$ cat config.mk
export PLATFORM = sky130hd
export DESIGN_NAME = arbiter_merge
export DESIGN_NICKNAME = d
export VERILOG_FILES = /design/src/rtl/arbiter_merge.sv
export SDC_FILE = /design/constraint.sdc
export NUM_CORES = 1
export LEC_CHECK = 0
export CAP_MARGIN = 20
export CORE_ASPECT_RATIO = 1.4
export CORE_MARGIN = 2
export CORE_UTILIZATION = 52
export CTS_BUF_LIST = sky130_fd_sc_hd__clkbuf_4
export CTS_CLUSTER_DIAMETER = 150
export CTS_CLUSTER_SIZE = 10
export DETAILED_ROUTE_END_ITERATION = 16
export DONT_BUFFER_PORTS = 1
export GPL_ROUTABILITY_DRIVEN = 0
export PLACE_DENSITY_LB_ADDON = 0.1
export SLEW_MARGIN = 20
export SYNTH_ARGS = -nofsm -noshare
export SYNTH_HDL_FRONTEND = slang
export SYNTH_SLANG_ARGS = --single-unit
$ cat constraint.sdc
create_clock -name clk -period 5.4 [get_ports clk]
set_clock_uncertainty 0.15 [all_clocks]
set_input_delay 0.27 -clock clk [delete_from_list [all_inputs] [get_ports clk]]
set_output_delay 0.27 -clock clk [all_outputs]
set_load 0.05 [all_outputs]
$ cat src/rtl/arbiter_merge.sv
// N-to-1 round-robin merger with one registered output stage.
// The output message tags each payload with its source port index in the MSBs.
module arbiter_merge #(
  parameter int p_nbits   = 8,
  parameter int p_ninputs = 8
) (
  input  logic                               clk,
  input  logic                               reset,
  input  logic [p_ninputs-1:0]               valid,
  output logic [p_ninputs-1:0]               ready_out,
  input  logic [(p_nbits-$clog2(p_ninputs))*p_ninputs-1:0] message_in,
  output logic                               valid_out,
  input  logic                               ready,
  output logic [p_nbits-1:0]                 message_out
);

  localparam int c_idx = $clog2(p_ninputs);
  localparam int c_pl  = p_nbits - c_idx;

  logic [c_idx-1:0] ptr;
  logic [c_idx-1:0] grant;
  logic             any;
  logic             can_accept;
  logic             accept;
  logic [c_pl-1:0]  payload;

  assign can_accept = !valid_out || ready;

  // Search starts at ptr and wraps with a true modulo for any port count
  always_comb begin
    int j;
    j     = 0;
    grant = '0;
    any   = 1'b0;
    for (int k = 0; k < p_ninputs; k++) begin
      j = int'(ptr) + k;
      if (j >= p_ninputs) j = j - p_ninputs;
      if (!any && valid[j]) begin
        any   = 1'b1;
        grant = c_idx'(j);
      end
    end
  end

  always_comb begin
    ready_out = '0;
    if (can_accept && any && !reset)
      ready_out[grant] = 1'b1;
  end

  assign accept  = |ready_out;
  assign payload = message_in[int'(grant)*c_pl +: c_pl];

  always_ff @(posedge clk) begin
    if (reset) begin
      valid_out   <= 1'b0;
      message_out <= '0;
      ptr         <= '0;
    end else if (accept) begin
      valid_out   <= 1'b1;
      message_out <= {grant, payload};
      ptr         <= (int'(grant) == p_ninputs - 1) ? '0 : grant + 1'b1;
    end else if (ready) begin
      valid_out   <= 1'b0;
    end
  end

endmodule

* Yosys cells after proc, flatten, opt, wreduce, memory -nomap -nowiden *
Cells that the tools add are included.

cells by class
  equality and inequality tests = 1
  reduce and logical (&&, ||, !) cells = 22
  shifts and indexed selects = 1
  multipliers = 1
  order comparisons = 18
  muxes and demuxes = 54
  $add $sub $neg = 16

operators with widths
  kind                                                                                  number
  32-bit by 5-bit < comparator with 1-bit output (second input constant)                8
  32-bit 2-to-1 mux                                                                     8
  40-bit by 7-bit indexed part select with 5-bit output                                 1
  4-bit by 4-bit subtractor with 5-bit output (second input constant)                   7
  4-bit greater-or-equal comparator (second input constant)                             7
  1-bit 2-to-1 mux                                                                      27
  3-bit 2-to-1 mux                                                                      9
  1-bit binary-select mux with 3-bit select                                             8
  3-bit by 3-bit adder with 4-bit output (second input constant)                        4
  1-bit logical AND                                                                     10
  1-bit zero test                                                                       9
  3-bit by 2-bit adder with 4-bit output (second input constant)                        2
  8-bit 2-to-1 mux                                                                      1
  8-bit OR reduction                                                                    1
  3-bit by 3-bit multiplier with 6-bit output (second input constant)                   1
  3-bit by 4-bit subtractor with 5-bit output (second input constant)                   1
  3-bit by 1-bit adder with 4-bit output (second input constant)                        1
  3-bit by 4-bit greater-or-equal comparator with 1-bit output (second input constant)  1
  3-bit by 4-bit < comparator with 1-bit output (second input constant)                 1
  3-bit by 1-bit adder with 3-bit output (second input constant)                        1
  1-bit demux with 3-bit select                                                         1
  3-bit by 1-bit == test with 1-bit output (second input constant)                      1
  3-bit by 1-bit greater-or-equal comparator with 1-bit output (second input constant)  1
  2-bit nonzero test                                                                    1
  1-bit logical OR                                                                      1

storage, ports and cells
  output and inout port bits = 17
  word-level logic and storage cells = 116
  register bits = 12
  input bits = 51

* Longest topological paths before layout *
  word-level depth = 34
  mapped depth = 16
  mapped depth without buffers = 11

* Least setup slack after synthesis *
Ideal clock, no wire load.

  path type = register -> output
  start point = reg ptr[0]
  end point = out ready_out[5]
  data arrival time = 3,994 ps
  cell stages (with the launch flop) = 15
  slack = 986 ps
  path buffers = 4
  cells stage by stage = dfxtp_1 buf_6 buf_6 inv_1 ha_1 mux4_2 mux2_2 nor2_1 o221ai_1 a32o_1 buf_6 buf_6 inv_2 nand3_1 nor3_1

between the ends
  word-level cells in the longest chain between the ends = 32
  elaborated cells on any way between the ends = 93
  those cells by class = 15 x add/sub; 10 x order compare; 51 x mux; 17 x reduce/logical

RTL lines
  item                                                                                                                                                 RTL line  text
  start: declaration                                                                                                                                   20        logic [c_idx-1:0] ptr;
  start signal: assignment                                                                                                                             62        ptr <= (int'(grant) == p_ninputs - 1) ? '0 : grant + 1'b1;
  parallel branches: the longest is 26 deep, another holds 4-bit by 4-bit subtractor with 5-bit output                                                 -
  3-bit 2-to-1 mux *                                                                                                                                   38        if (!any && valid[j]) begin
  named net grant[0]                                                                                                                                   21        logic [c_idx-1:0] grant;
  3-bit by 4-bit < comparator with 1-bit output (not written as such) or 3-bit by 1-bit greater-or-equal comparator with 1-bit output (tied branches)  48        ready_out[grant] = 1'b1;
  1-bit logical AND (not written as such)                                                                                                              48
  1-bit 2-to-1 mux (not written as such)                                                                                                               48
  1-bit demux with 3-bit select *                                                                                                                      48
  8-bit 2-to-1 mux *                                                                                                                                   47        if (can_accept && any && !reset)
  end: declaration                                                                                                                                     10        output logic [p_ninputs-1:0] ready_out,

Mark *: on every way through the listed nets, which the timed path passes. The select of a mux whose other input is x is not followed.

* Final worst setup path *
  start point = reg ptr[1]
  end point = out ready_out[1]

between the ends
  word-level cells in the longest chain between the ends = 32
  elaborated cells on any way between the ends = 93
  those cells by class = 15 x add/sub; 10 x order compare; 51 x mux; 17 x reduce/logical

RTL lines
  item                                                                                                  RTL line
  parallel branches: the longest is 31 deep, another holds 4-bit by 4-bit subtractor with 5-bit output  -
  8-bit 2-to-1 mux *                                                                                    47

Mark *: on every way between the ends. The select of a mux whose other input is x is not followed.

==> flow_summary.yaml <==
power_and_ir_drop:
  p_sw_mw: 0.868
  ir_drop_uv: 551
  seq_power_share: 0.165
  powerDensity_nw_per_um2: 826
  leakagePower_nw: 0.755
  swShare: 0.555
  internal_power_mw: 0.695
  p_clk_frac: 0.035
  comb_power_share: 0.800
placement:
  place_hpwl_um: 3840
  place_ws_ps: 1030
  place.port_buffers: 0
worst_setup_path:
  worstPathRequired_ps: 4980
  crit_type: "flop to primary output"
  worst-path-buf-inv: 2
  cp_slowest_cell: "ha_1"
  path_delay_family: "multiplexers"
  crit_top_cell: "nor2b_1"
  start_kind: "flop"
  path_max_fanout: 13
  r2r_start: "ptr[1]"
  r2r_end: "message_out[3]"
  worst_r2r_path_depth: 10
  cp_cell_sequence: "inv_2 -> ha_1 -> mux4_2 -> mux2i_1 -> nor2b_1 -> o2bb2a_1 -> o32ai_4 -> and3_1 -> nor2b_1 -> buf_4"
  cp.arrival_ps: 4240
  critPathMaxStageDelay_ps: 640
  endpoint_kind: "primary output"
  r2r_slack_ps: 1250
clock_tree:
  cts_resized: 0
  cts.reportedPaths.clkPinSlew_ps: 80
  clock-root-buffer: "clkbuf_4"
  clock_latency_ps: 270
  clock-sinks: 12
  cts_max_level: 1
  cts_tree: "done"
  clockBufferDepth: 2
  postCtsSetupBuffers: 0
  cts_hold_buf: 0
  cts_buffers: 3
grt:
  grt_pass1_wl_um: 7180
  antenna_found_initial: 0
  grtUsageTotal: 0.241
  grt_pass1_vias: 1638
  grt_max_degree: 23
  grt-ovfl-total: 0
logic_synthesis:
  yosysSeqAreaShare: 0.130
  ys_warn_count: 0
  netlist_area_um2: 1850
  synth_ff_type: "dfxtp_1"
  synth_edf_count: 0
  synth_cell_type_count: 59
  ys_top_cells_by_area: "mux2i_1 16%, dfxtp_1 13%, mux4_2 11%"
  syn-num-nets: 247
  synth_top_area_share: 0.162
  yosys-top-cells-count: "30 x mux2i_1, 15 x nand2_1, 12 x dfxtp_1"
  async_flop_share: 0
  ys_ff_latch: 12
  syn_area_per_cell_um2: 9.58
  syn_inst: 193
  yosysMostFrequentCell: "mux2i_1"
  yosys.area.top_type: "mux2i_1"
timing:
  rsz0062_at_grt: "no"
  setup_viol: 0
  setup_slack_ps: 739
  hold_viol_final: 0
  setup_tns_ps: 0
  fin_hold_ws_ps: 26.7
  slew_headroom: 0.453
  fin_crit_ps: 4660
  fmaxAchievable_ghz: 0.215
  maxSlewViolCount: 0
  period_share: 0.863
  max_slew.worst_pin.slew_ps: 819
floorplanning:
  core_um2: 3380
  initial_core_util: 0.547
  die_h_um: 74.6
  die_area_um2: 4060
  boundaryPins: 68
  die_w_um: 54.4
  row_count: 25
route:
  dr.pass1.iters: 4
  ant_nets: 0
  drt-total-wl_um: 4750
  drt_iter0_drc: 42
  avgRoutedWirePerCell_um: 20.3
  viasPerCell: 6.88
  drc: 0
  vias: 1609
hold_path:
  whs_path_depth: 1
  hold_class: "primary input to flop"
  worstHoldStart: "reset"
  min_to: "valid_out"
final_layout:
  n_antenna_cell: 0
  layout-drive-gt1-share: 0.232
  num-nets-final: 250
  ff_latch_area_um2: 240
  syn2layout_area_growth_pct: 2.30
  n_fill_cell: 303
  multi_input_area_um2: 1480
run:
  max_cap_violations: 0
run_status:
  status: "completed"
-- power groups by stage --
stage | clock network [mW] | logic, mW | registers [mW]
6_report | 0.0546 | 1.25 | 0.259
2_1_floorplan | 0 | 1.16 | 0.235
5_1_grt | 0.0590 | 1.35 | 0.264
3_3_place_gp | 0 | 1.23 | 0.258
4_1_cts | 0.0556 | 1.25 | 0.258
3_5_place_dp | 0 | 1.25 | 0.261
-- cells by family after synthesis --
family | count (synthesis) | synth area share
compound gates | 53 | 0.244
xor+xnor | 3 | 0.0183
fa+ha+maj | 3 | 0.0203
buf+inv | 18 | 0.0704
flops | 12 | 0.130
mux | 48 | 0.351
simple gates | 56 | 0.166
-- cells in the final DEF, fill, tap and decap left out, types with 2 or more instances in the layout --
cell type	Yosys	routed
a32o_1	7	7
mux2_1	2	2
clkbuf_4	0	3
ha_1	3	3
o21ai_0	4	4
nor3b_2	2	2
nor2b_1	9	9
o21ai_2	2	2
a21oi_1	8	8
mux4_1	2	2
a21o_1	2	2
nand2_1	15	15
inv_1	2	2
a22oi_1	8	8
buf_4	1	10
nand3b_1	3	3
nor3_1	4	4
mux2i_1	30	30
xor2_1	2	2
a21boi_0	2	2
o31ai_1	2	2
o21ai_1	2	2
o21bai_1	2	2
nor4_1	2	2
mux4_2	9	9
mux2_2	3	3
nor2_1	7	7
dfxtp_1	12	12
inv_2	3	3
nand3_1	6	6
-- worst max-delay path by stage --
stage                 from      endpoint  cells past startpoint
floorplan           ptr[0]  ready_out[5]                     14
global placement    ptr[1]  ready_out[1]                     10
detailed placement  ptr[1]  ready_out[0]                     10
CTS                 ptr[1]  ready_out[1]                     10
global route        ptr[1]  ready_out[0]                     10
finish              ptr[1]  ready_out[1]                     10
-- layout make-up --
cell class              count  area share
multi-input cells         163       0.782
flip-flops and latches     12       0.127
repair buffers             10      0.0397
well taps                  40      0.0265
inverters                   6      0.0132
clock buffers               3      0.0119
-- stage by stage --
| stage | power, mW | util | instance area, µm² | std cells |
|---|---|---|---|---|
| finish | 1.56 | 0.560 | 1890 | 234 |
| global route | 1.68 | 0.560 | 1890 | 234 |
| CTS | 1.57 | 0.560 | 1890 | 234 |
| detailed placement | 1.51 | 0.553 | 1870 | 231 |
| global placement | 1.49 | 0.553 | 1870 | 231 |
| floorplan | 1.39 | - | 1850 | 193 |
-- layer usage --
| metal | track usage | wire (µm) | vias to the layer above |
|---|---|---|---|
| met2 | 0.446 | 2560 | 83 |
| met5 | 0 | 0 | - |
| met4 | 0.114 | 112 | 0 |
| met1 | 0.256 | 1730 | 751 |
| li1 | - | - | 765 |
| met3 | 0.0341 | 343 | 10 |
-- sequential cells by signal, indices dropped and copies added, names as in the netlist --
name and flops:
message_out 8, ptr 3, valid_out 1
Power figures use the tool's default switching activity.
